===== config.mk =====
export PLATFORM = sky130hd
export DESIGN_NAME = dense_accum_buffer
export DESIGN_NICKNAME = d
export VERILOG_FILES = /design/src/rtl/dense_accum_buffer.sv
export SDC_FILE = /design/constraint.sdc
export NUM_CORES = 2
export LEC_CHECK = 0
export CORE_UTILIZATION = 56
export DETAILED_ROUTE_END_ITERATION = 6
export GPL_ROUTABILITY_DRIVEN = 1
export PLACE_DENSITY_LB_ADDON = 0.12
export REMOVE_ABC_BUFFERS = 1
export SLEW_MARGIN = 40
export SYNTH_ARGS = -nofsm -noshare
export SYNTH_HDL_FRONTEND = slang
export SYNTH_SLANG_ARGS = --single-unit

===== constraint.sdc =====
create_clock -name clk -period 8.2 [get_ports clk]
set_input_delay 1.23 -clock clk [delete_from_list [all_inputs] [get_ports clk]]
set_output_delay 1.23 -clock clk [all_outputs]
set_load 0.01 [all_outputs]

===== src/rtl/dense_accum_buffer.sv =====
`default_nettype none
// ============================================================================
// Module      : dense_accum_buffer
// Description : DEPTH-slot ring of N_CH-wide vectors captured from the PE
//               array. Each slot may be built from several tiles using signed
//               saturating accumulation. Committed slots drain one channel per
//               beat over a valid/ready output handshake.
// Revision    : 1.0 - initial release
// ============================================================================
module dense_accum_buffer #(
    parameter int N_CH  = 16,
    parameter int WID   = 16,
    parameter int DEPTH = 4
) (
    input  logic                      clk,
    input  logic                      rst,
    input  logic                      latch_valid,
    output logic                      latch_ready,
    input  logic                      latch_accum,
    input  logic                      latch_last,
    input  logic [N_CH*WID-1:0]       data_in,
    output logic                      out_valid,
    input  logic                      out_ready,
    output logic [WID-1:0]            out_data,
    output logic [$clog2(N_CH)-1:0]   out_ch,
    output logic                      out_last,
    output logic [$clog2(DEPTH):0]    count,
    output logic                      sat_flag,
    output logic                      ovf_flag,
    input  logic                      clr_flags
);

    localparam int CHW = $clog2(N_CH);
    localparam int PW  = $clog2(DEPTH);
    localparam int CW  = PW + 1;

    localparam logic [CHW-1:0] c_last_ch = CHW'(N_CH - 1);
    localparam logic [CW-1:0]  c_depth   = CW'(DEPTH);
    localparam logic [WID-1:0] c_pos_max = {1'b0, {(WID-1){1'b1}}};
    localparam logic [WID-1:0] c_neg_min = {1'b1, {(WID-1){1'b0}}};

    typedef enum logic [0:0] {
        ST_IDLE  = 1'b0,
        ST_DRAIN = 1'b1
    } state_t;

    // Slot storage; contents are deliberately not reset.
    logic [WID-1:0]   r_mem [DEPTH][N_CH];

    state_t           r_state;
    logic [PW-1:0]    r_wr_ptr;
    logic [PW-1:0]    r_rd_ptr;
    logic [CW-1:0]    r_count;
    logic [CHW-1:0]   r_ch_idx;
    logic             r_out_valid;
    logic [WID-1:0]   r_out_data;
    logic             r_out_last;
    logic             r_sat_flag;
    logic             r_ovf_flag;

    logic             w_accept;
    logic             w_commit;
    logic             w_beat;
    logic             w_retire;
    logic [CW-1:0]    w_count_next;
    logic [PW-1:0]    w_rd_next;
    logic [CHW-1:0]   w_ch_next;
    logic [WID-1:0]   w_next_first;
    logic [N_CH-1:0]  w_clamp;
    logic [WID-1:0]   w_wr_ch [N_CH];

    assign latch_ready  = (r_count != c_depth);
    assign w_accept     = latch_valid & latch_ready;
    assign w_commit     = w_accept & latch_last;
    assign w_beat       = (r_state == ST_DRAIN) & r_out_valid & out_ready;
    assign w_retire     = w_beat & r_out_last;
    assign w_count_next = r_count + CW'(w_commit) - CW'(w_retire);
    assign w_rd_next    = r_rd_ptr + PW'(1);
    assign w_ch_next    = r_ch_idx + CHW'(1);

    // The slot after the retiring one may be committed on this very edge
    // (count was 1); forward the incoming vector so no bubble is needed.
    assign w_next_first = (w_accept && (r_wr_ptr == w_rd_next)) ? w_wr_ch[0]
                                                                : r_mem[w_rd_next][0];

    // Per-channel overwrite or saturating accumulate into the open slot.
    for (genvar c = 0; c < N_CH; c++) begin : g_ch
        logic [WID-1:0] w_old;
        logic [WID-1:0] w_new;
        logic [WID:0]   w_sum;
        logic           w_ovf;

        assign w_old      = r_mem[r_wr_ptr][c];
        assign w_new      = data_in[c*WID +: WID];
        assign w_sum      = {w_old[WID-1], w_old} + {w_new[WID-1], w_new};
        assign w_ovf      = w_sum[WID] ^ w_sum[WID-1];
        assign w_clamp[c] = latch_accum & w_ovf;
        assign w_wr_ch[c] = !latch_accum ? w_new :
                            w_ovf        ? (w_sum[WID] ? c_neg_min : c_pos_max) :
                                           w_sum[WID-1:0];
    end

    // Write the open slot on every accepted tile.
    always_ff @(posedge clk) begin
        if (w_accept) begin
            for (int c = 0; c < N_CH; c++) begin
                r_mem[r_wr_ptr][c] <= w_wr_ch[c];
            end
        end
    end

    // Pointers, occupancy, sticky flags and the drain state machine.
    always_ff @(posedge clk) begin
        if (rst) begin
            r_state     <= ST_IDLE;
            r_wr_ptr    <= '0;
            r_rd_ptr    <= '0;
            r_count     <= '0;
            r_ch_idx    <= '0;
            r_out_valid <= 1'b0;
            r_out_data  <= '0;
            r_out_last  <= 1'b0;
            r_sat_flag  <= 1'b0;
            r_ovf_flag  <= 1'b0;
        end else begin
            if (w_commit) begin
                r_wr_ptr <= r_wr_ptr + PW'(1);
            end
            r_count <= w_count_next;

            // A new set event takes priority over a concurrent clear.
            if (w_accept && (|w_clamp)) begin
                r_sat_flag <= 1'b1;
            end else if (clr_flags) begin
                r_sat_flag <= 1'b0;
            end

            if (latch_valid && !latch_ready) begin
                r_ovf_flag <= 1'b1;
            end else if (clr_flags) begin
                r_ovf_flag <= 1'b0;
            end

            case (r_state)
                ST_IDLE: begin
                    if (r_count != '0) begin
                        r_state     <= ST_DRAIN;
                        r_out_valid <= 1'b1;
                        r_ch_idx    <= '0;
                        r_out_data  <= r_mem[r_rd_ptr][0];
                        r_out_last  <= (c_last_ch == '0);
                    end
                end
                ST_DRAIN: begin
                    if (w_beat) begin
                        if (r_out_last) begin
                            r_rd_ptr <= w_rd_next;
                            r_ch_idx <= '0;
                            if (w_count_next != '0) begin
                                r_out_data <= w_next_first;
                                r_out_last <= (c_last_ch == '0);
                            end else begin
                                r_state     <= ST_IDLE;
                                r_out_valid <= 1'b0;
                                r_out_last  <= 1'b0;
                            end
                        end else begin
                            r_ch_idx   <= w_ch_next;
                            r_out_data <= r_mem[r_rd_ptr][w_ch_next];
                            r_out_last <= (w_ch_next == c_last_ch);
                        end
                    end
                end
                default: begin
                    r_state <= ST_IDLE;
                end
            endcase
        end
    end

    assign out_valid = r_out_valid;
    assign out_data  = r_out_data;
    assign out_ch    = r_ch_idx;
    assign out_last  = r_out_last;
    assign count     = r_count;
    assign sat_flag  = r_sat_flag;
    assign ovf_flag  = r_ovf_flag;

endmodule
`default_nettype wire


==> impl_metrics.json <==
{
  "ff2ff_setup_slack_ps": 2670,
  "drc": 2,
  "power_frac_seq": 0.370,
  "dp.cells": 5912,
  "ioPinCount": 291,
  "syn_area_sq_um": 62800,
  "required_ps": 8760,
  "ys.flop_type": "edfxtp_1",
  "drive_gt1_frac": 0.216,
  "yosys_warnings": 0,
  "grt_pass1_wl_mm": 258,
  "crit_path_end_kind": "flop",
  "place.gp.congestion": 0.949,
  "rsz0062_at_grt": "false",
  "postSynthAreaPerCell_sq_um": 14.7,
  "synth-seq-cells": 1060,
  "ys_seq_area_frac": 0.501,
  "path_clk_slew_ps": 60,
  "core_sq_um": 111000,
  "synthTopCellsByArea": "edfxtp_1 49%, mux4_2 21%, ha_1 5.3%, a21oi_1 2.0%, xnor2_1 1.8%",
  "die_area_sq_um": 114000,
  "powerDensity_nw_per_um2": 271,
  "finalCritPeriodShare": 0.674,
  "async_reset_ff_frac": 0,
  "layout_common_cells": "1024 x edfxtp_1, 593 x mux4_2, 288 x clkdlybuf4s50_1",
  "worst_slew_pin_slew_ps": 865,
  "drt_iter0_markers": 4491,
  "post-dp-hpwl_mm": 120,
  "drtPass1Iterations": 7,
  "power_mw": 19.5,
  "hold_slack_ps": 496,
  "startpoint_type": "flop",
  "cts_resized": 0,
  "htree_levels": 3,
  "final_common_cell": "edfxtp_1",
  "wl_met1_mm": 70.5,
  "clock_sinks": 1060,
  "die_height_um": 337,
  "final-setup-viol-count": 0,
  "clk_latency_ps": 720,
  "holdPathStages": 2,
  "violations": "DRC",
  "clk_path_buf_depth": 3,
  "status": "finished, violations left",
  "grt_overflow": 0,
  "swShare": 0.322,
  "postRouteAntennaNets": 0,
  "cts_made_buffers": 116,
  "initial_core_util": 0.566,
  "wl_per_cell_um": 28.4,
  "num_vias": 41100,
  "cts_setup_buffers": 0,
  "fmax_ghz": 0.181,
  "synth_enable_flop_cells": 1024,
  "maxSlewViolCount": 0,
  "layoutNonFillerInstCount": 6132,
  "cts-root-buf": "clkbuf_16",
  "reg2reg_depth": 14,
  "relSlewSlack": 0.424,
  "antenna_found_initial": 16,
  "route.met2.wl_mm": 81.3,
  "maxCapViolations": 0,
  "p_leak_nw": 24.1,
  "syn2layout_area_growth_pct": 14.2,
  "p_switching_mw": 6.28,
  "highest_layer": "met5",
  "hp-start": "out_data[7]",
  "ir_worst_vdd_uv": 204,
  "synth_cell_type_count": 91,
  "routed_wl_mm": 174,
  "cts_tree": "done",
  "p_clk_frac": 0.279,
  "comb_power_share": 0.351,
  "fp.dieW_um": 337,
  "routed_via_density": 6.70,
  "fin_skew_ps": 32.5,
  "synth_cells": 4278,
  "fin_crit_ps": 5530,
  "grt_use_total": 0.310,
  "grt_pass1_vias": 40300,
  "holdPathEnd": "out_data[7]",
  "intPower_mw": 13.2,
  "synth_top_area_frac": 0.489,
  "grt_max_degree": 111,
  "yosysTopAreaCell": "edfxtp_1",
  "fp-row-count": 122,
  "min_path_type": "flop to flop",
  "finalHoldViolCount": 0,
  "crit_fanout": 55,
  "postCtsHoldBufs": 0,
  "wl_met3_mm": 16.8,
  "portBuffers": 290,
  "r2r-end": "sat_flag",
  "worstSetupPathType": "flop to flop",
  "worstPathArrival_ps": 6090,
  "nets": 5089
}
==> cell families (layout without fill, tap and decap cells) <==
family | after synthesis | after routing | share of synthesized area
other | 0 | 2 | 0
adder cells (fa/ha/maj) | 363 | 363 | 0.0710
AO/OA/AOI/OAI | 911 | 911 | 0.0952
XOR/XNOR | 211 | 211 | 0.0295
buffers and inverters | 355 | 719 | 0.0218
multiplexers | 696 | 696 | 0.231
AND/OR/NAND/NOR | 682 | 682 | 0.0509
flip-flops | 1060 | 1060 | 0.501
==> power groups by stage <==
stage / combinational (mW) / clock (mW) / sequential (mW)
floorplan: 4.81 / 0 / 7.35
global placement: 6.60 / 0 / 7.29
detailed placement: 6.69 / 0 / 7.32
CTS: 6.74 / 5.48 / 7.21
global route: 7.41 / 5.68 / 7.26
finish: 6.84 / 5.43 / 7.21
==> stage by stage <==
stage | setup slack [ps] | util | setup TNS [ps] | area (sq um)
finish | 2670 | 0.647 | 0 | 71800
global route | 2390 | 0.647 | 0 | 71800
CTS | 2400 | 0.646 | 0 | 71600
detailed placement | 2390 | 0.610 | 0 | 67700
global placement | 2530 | 0.608 | 0 | 67500
floorplan | -6460 | - | -6032080 | 62000
==> state kept, by name, summed over array words and instances (netlist names), named ones only <==
signal,count
count,3
r_state,1
sat_flag,1
ovf_flag,1
out_data,16
out_last,1
r_mem,1024
r_rd_ptr,2
r_wr_ptr,2
out_valid,1
out_ch,4
==> metal layers <==
metal / vias up / track usage
met5: - / 0
li1: 17900 / -
met2: 1829 / 0.480
met3: 212 / 0.0610
met4: 12 / 0.0967
met1: 21100 / 0.444
==> critical path, cell delays in order (launching register included) <==
cell,delay [ps]
dfxtp_4,770
buf_12,400
mux4_2,410
ha_1,310
a211o_1,290
a21oi_1,210
o21ai_0,230
a221oi_1,510
a21oi_1,190
o311ai_4,510
xor2_1,400
nand2_1,280
or3b_1,460
nor4_1,200
a31oi_1,120
==> synth_stat cells (11+ instances only) <==
library cell	n
edfxtp_1	1024
mux4_2	593
ha_1	264
a21oi_1	256
nor2_1	217
nand2_1	184
o21ai_0	171
clkbuf_1	142
a21o_1	139
inv_1	132
xnor2_1	129
mux2_2	90
maj3_1	82
xor2_1	81
nor2b_1	58
a211oi_1	54
nor3_1	54
buf_1	52
o21a_1	46
o2bb2ai_1	40
o211ai_1	39
dfxtp_1	36
nand3_1	36
nand2b_1	35
o21bai_1	27
buf_2	26
a31oi_1	18
and2_1	18
fa_1	17
a2111oi_0	13
mux2i_1	13
and3_1	12
nand4_1	12
o31a_1	12
or3_1	11
==> area by class of cell <==
cell class,count,area (sq um)
Antenna cell,2,5.00
Sequential cell,1060,31500
Inverter,134,510
Timing Repair Buffer,370,3830
Multi-Input combinational cell,2863,30100
Fill cell,8001,39200
Clock buffer,146,3100
Tap cell,1488,1860
Clock inverter,69,847
==> worst max path at each step <==
stage	to	slack, ps	cells after the start
after global placement	sat_flag	2530	15
after CTS	r_mem[0][33]	2400	15
after detailed placement	sat_flag	2390	15
after global routing	r_mem[2][161]	2390	14
final	sat_flag	2670	14
after floorplan	r_mem[0][179]	-6460	15
Power figures use the tool's default switching activity.
